===== src/rtl/rps_round_ctrl.sv =====
// rps_round_ctrl: rock-paper-scissors round sequencer with round timer control, scoring and match end
module rps_round_ctrl #(
  parameter int WIN_SCORE   = 3,
  parameter int HOLD_CYCLES = 8
) (
  input  logic       clk,
  input  logic       reset,
  input  logic       start,
  input  logic [1:0] p1_move,
  input  logic       p1_valid,
  input  logic [1:0] p2_move,
  input  logic       p2_valid,
  input  logic       time_up,
  output logic       timer_reset,
  output logic       timer_in,
  output logic       round_active,
  output logic [1:0] result,
  output logic       result_valid,
  output logic [3:0] p1_score,
  output logic [3:0] p2_score,
  output logic       match_over
);
  typedef enum logic [2:0] {IDLE, ARM, LAUNCH, PLAY, JUDGE, HOLD, OVER} state_t;
  localparam int CW = HOLD_CYCLES > 1 ? $clog2(HOLD_CYCLES) : 1;
  localparam logic [3:0] WS = 4'(WIN_SCORE);
  localparam logic [CW-1:0] HOLD_LAST = CW'(HOLD_CYCLES - 1);
  state_t state;
  logic [1:0] m1, m2, res, judged;
  logic g1, g2, t1, t2, beats1, beats2;
  logic [CW-1:0] cnt;
  // move acceptance this cycle and the verdict from the latched moves
  always_comb begin
    t1 = state == PLAY && p1_valid && p1_move != 2'b11 && !g1;
    t2 = state == PLAY && p2_valid && p2_move != 2'b11 && !g2;
    beats1 = (m1 == 2'd1 && m2 == 2'd0) || (m1 == 2'd2 && m2 == 2'd1) || (m1 == 2'd0 && m2 == 2'd2);
    beats2 = (m2 == 2'd1 && m1 == 2'd0) || (m2 == 2'd2 && m1 == 2'd1) || (m2 == 2'd0 && m1 == 2'd2);
    judged = g1 && g2 ? (beats1 ? 2'b01 : beats2 ? 2'b10 : 2'b11) : g1 ? 2'b01 : g2 ? 2'b10 : 2'b11;
  end
  // round sequencing, move latching, scoring and hold timing
  always_ff @(posedge clk) begin
    if (reset) begin
      state    <= IDLE;
      p1_score <= '0;
      p2_score <= '0;
      g1       <= 1'b0;
      g2       <= 1'b0;
      m1       <= '0;
      m2       <= '0;
      cnt      <= '0;
      res      <= '0;
    end else begin
      case (state)
        IDLE: if (start) state <= ARM;
        ARM: begin
          g1    <= 1'b0;
          g2    <= 1'b0;
          m1    <= '0;
          m2    <= '0;
          state <= LAUNCH;
        end
        LAUNCH: state <= PLAY;
        PLAY: begin
          if (t1) {g1, m1} <= {1'b1, p1_move};
          if (t2) {g2, m2} <= {1'b1, p2_move};
          if (((g1 || t1) && (g2 || t2)) || time_up) state <= JUDGE;
        end
        JUDGE: begin
          res <= judged;
          cnt <= '0;
          if (judged == 2'b01 && p1_score < WS) p1_score <= p1_score + 4'd1;
          if (judged == 2'b10 && p2_score < WS) p2_score <= p2_score + 4'd1;
          state <= HOLD;
        end
        HOLD: begin
          if (cnt == HOLD_LAST) state <= (p1_score == WS || p2_score == WS) ? OVER : IDLE;
          else cnt <= cnt + 1'b1;
        end
        OVER: begin
          if (start) begin
            p1_score <= '0;
            p2_score <= '0;
            state    <= ARM;
          end
        end
        default: state <= IDLE;
      endcase
    end
  end
  assign timer_reset  = reset || state == ARM;
  assign timer_in     = state == LAUNCH || state == PLAY;
  assign round_active = state == PLAY;
  assign result_valid = state == HOLD;
  assign match_over   = state == OVER;
  assign result       = (state == HOLD || state == OVER) ? res : 2'b00;
endmodule


===== config.mk =====
export PLATFORM = sky130hd
export DESIGN_NAME = rps_round_ctrl
export DESIGN_NICKNAME = d
export VERILOG_FILES = /design/src/rtl/rps_round_ctrl.sv
export SDC_FILE = /design/constraint.sdc
export NUM_CORES = 1
export LEC_CHECK = 0
export BUFFER_PORTS_ARGS = -buffer_cell sky130_fd_sc_hd__buf_2
export CAP_MARGIN = 5
export CORE_MARGIN = 1
export CORE_UTILIZATION = 35
export DETAILED_ROUTE_END_ITERATION = 10
export GPL_ROUTABILITY_DRIVEN = 1
export HOLD_SLACK_MARGIN = 0.02
export PLACE_DENSITY = 0.66
export RECOVER_POWER = 100
export SYNTH_ARGS = -nofsm -noshare
export SYNTH_HDL_FRONTEND = slang
export SYNTH_SLANG_ARGS = --single-unit

===== constraint.sdc =====
create_clock -name clk -period 1.9 [get_ports clk]
set_input_delay 0.095 -clock clk [delete_from_list [all_inputs] [get_ports clk]]
set_output_delay 0.095 -clock clk [all_outputs]
set_load 0.02 [all_outputs]

==> run metrics <==
FP Rows 20; maximum number of pins on one net before global-route repair 22; post-synthesis instance area 0.00113 mm²; setup total negative slack 0 ns; DRC violation count after routing 0; final critical path time including I/O delays and setup 1.65 ns; area of the core 0.00305 mm²; number of distinct library cell variants in the gate-level netlist after synthesis 44; Max-slew headroom 68.0%; Worst EP arrival 1.56 ns; cell with the most instances after synthesis sky130_fd_sc_hd__dfxtp_1; critical-path cell list xor2_1 > and3_1 > clkbuf_1; vias per cell 5.21; gate family responsible for the most delay along the worst path flip-flops; post-layout power 0.00104 W; floorplan die width 58.8 µm; crit path kind reg2out; category of the worst setup path capture point output port; total of warnings raised by yosys 0; fraction of the mapped netlist area in adder cells 4.43%; layout overhead on the synthesized area 17.8%; I/O pins 25; number of buffers on the longest clock path 2; share of the synthesized area in compound gates (AO/OA/AOI/OAI) 17.5%; Detailed Route Iter0 Violations 33; hpwl dp 1810 µm; final setup violation count 0; switching power as a share of total power 27.1%; xor and xnor area share after synthesis 1.55%; clock transition at the registers of the reported paths 0.13 ns; flip-flop and latch count after synthesis 22; top cell types by occurrence after synthesis 22 x sky130_fd_sc_hd__dfxtp_1, 13 x sky130_fd_sc_hd__nand2_1, 12 x sky130_fd_sc_hd__nor2_1; initial antenna violation count 0; final slew viol count 0; share of total power in combinational logic 15.6%; power per standard cell area 782 mW/mm²; critical path startpoint category register; CTS root buf sky130_fd_sc_hd__clkbuf_4; simple-gate share of the synthesized area 32.3%; peak per-stage delay on the critical path 0.55 ns; number of antenna cells inserted 0; number of iterations in the first detailed-routing pass 6; Power Internal 0.000757 W; most area-hungry cell type in the Yosys netlist sky130_fd_sc_hd__dfxtp_1; hold slack 0.0324 ns; All-Layer GR Usage 15.4%; run status completed; Slew @ Worst Pin 0.480 ns; die height 58.8 µm; Max Cap Violations 0; GRT overflow 0; Worst path slowest cell sky130_fd_sc_hd__dfxtp_1; RSZ-0062 raised after global routing false; post-route setup slack 0.246 ns; Seq pwr share 49.9%; Resized cells post-CTS 0; Port Buffers 24; classification of the worst-slack hold path in2reg; share of the synthesized area in the top cell type 39.0%; mean routed wirelength per cell 12.1 µm; combinational family with the most area after synthesis simple AND/OR/NAND/NOR gates; clock tree from TritonCTS done; synthesized instance count 127; RD Place Congestion 0.766; total routed wirelength 2390 µm; global-route wire length before repair 4060 µm; placement-stage worst setup slack 0.347 ns; number of clock buffers inserted by TritonCTS 3; source-to-sink clock delay at the later pin of the worst-skew pair 0.31 ns; largest clock skew in the final design 0.00991 ns; setup bufs post-CTS 0; Initial Utilization 37.0%; proportion of synthesized area in mux cells 2.66%; synthesized area divided by synthesized cell count 8.89 µm²; leakage power total 0.495 nW; die area 0.00346 mm²; count of clock tree sinks 22; share of cells above drive strength 1 11.7%; period utilization 87.1%; share of the yosys chip area belonging to registers 39.0%; Total Nets Final 169; net count after synthesis 141; Psw 0.000282 W; hold-fix buffers at CTS 2; CTS HTree Levels 1; number of global-route vias before repair 898; Fmax 604 MHz; share of total power in the clock network 34.6%; number of enable flip-flop cells after synthesis 0; required arrival time at the worst endpoint 1.80 ns; vias 1032; dominant synthesized flop cell sky130_fd_sc_hd__dfxtp_1; Area contributors post-synth sky130_fd_sc_hd__dfxtp_1 39%, sky130_fd_sc_hd__ha_1 4.4%, sky130_fd_sc_hd__nand2_1 4.3%; fill cell total of the finished layout 323; Routed Antenna Nets 0; final hold vios 0; crit-path max FO 11; maximum resistive drop on vdd 0.000307 V; Bufs and invs on worst path 1; share of flip-flops with an asynchronous set or reset 0%
worst paths after layout:
path / from / depth (start not counted) / endpoint / slack (ns)
worst min-delay path: p1_move[0] / 3 / m1[0] / 0.03
worst max-delay path: state[0] / 3 / result[1] / 0.25
worst min register to register: p2_score[3] / 1 / p2_score[3] / 0.50
worst max register to register: state[2] / 4 / p1_score[1] / 0.34
cell families after synthesis:
kind of cell / Yosys count
flip-flops: 22
buffers and inverters: 7
AND/OR/NAND/NOR: 63
AO/OA/AOI/OAI: 26
adder cells (fa/ha/maj): 4
XOR/XNOR: 2
multiplexers: 3
tightest hold or removal path: stages:
cell                      delay (ns)
sky130_fd_sc_hd__buf_2          0.10
sky130_fd_sc_hd__nand2_1        0.05
sky130_fd_sc_hd__a21oi_1        0.05
stage by stage:
stage                     area, µm²  cells  util, %
after floorplan                1130    127        -
after global placement         1290    192     42.4
after detailed placement       1290    192     42.4
after CTS                      1370    198     44.8
after global routing           1330    198     43.6
final                          1330    198     43.6
cells in the final DEF, fill, tap and decap left out, types with 2 or more instances in the layout:
cell type / instances
sky130_fd_sc_hd__a21bo_2: 2
sky130_fd_sc_hd__mux2i_1: 3
sky130_fd_sc_hd__or3_1: 3
sky130_fd_sc_hd__dlygate4sd3_1: 2
sky130_fd_sc_hd__nor2_1: 12
sky130_fd_sc_hd__nand2_1: 13
sky130_fd_sc_hd__nand2b_1: 5
sky130_fd_sc_hd__or4b_1: 2
sky130_fd_sc_hd__inv_1: 3
sky130_fd_sc_hd__nand3_1: 5
sky130_fd_sc_hd__a311oi_1: 2
sky130_fd_sc_hd__ha_1: 4
sky130_fd_sc_hd__buf_2: 10
sky130_fd_sc_hd__nor3_1: 3
sky130_fd_sc_hd__a21oi_1: 8
sky130_fd_sc_hd__clkbuf_1: 15
sky130_fd_sc_hd__and3_1: 2
sky130_fd_sc_hd__clkbuf_4: 3
sky130_fd_sc_hd__and2_0: 4
sky130_fd_sc_hd__dfxtp_1: 22
sky130_fd_sc_hd__and3b_1: 2
sky130_fd_sc_hd__a22oi_1: 4
sequential cells by signal, summed over array words and instances, names as in the netlist:
signal,count
p1_score,4
g2,1
m1,2
state,3
p2_score,4
cnt,3
g1,1
m2,2
res,2
metal layers:
layer / track usage [%] / routed length [µm] / part of all wire (%)
met1: 20.2 / 1180 / 49
met2: 24.8 / 1130 / 47
met3: 2.86 / 74 / 3.1
met4: 6.12 / 8 / 0.33
met5: 0 / 0 / 0
layout make-up:
class                   count  area (µm²)  share of cell area (%)
repair buffers             27         126                    9.50
inverters                   3        11.3                   0.847
flip-flops and latches     22         440                    33.1
well taps                  44        55.1                    4.14
clock buffers               3        22.5                    1.69
multi-input cells          98         644                    48.4
clock inverters             1        30.0                    2.26
power by group through the flow:
stage	combinational, W	clock [W]	sequential [W]
after global placement	0.000163	0	0.000532
after detailed placement	0.000165	0	0.000534
after global routing	0.000182	0.000387	0.000525
after floorplan	0.000148	0	0.000503
final	0.000162	0.000359	0.000518
after CTS	0.000168	0.000372	0.000523
Note: power is estimated with default switching activity, not from simulation.
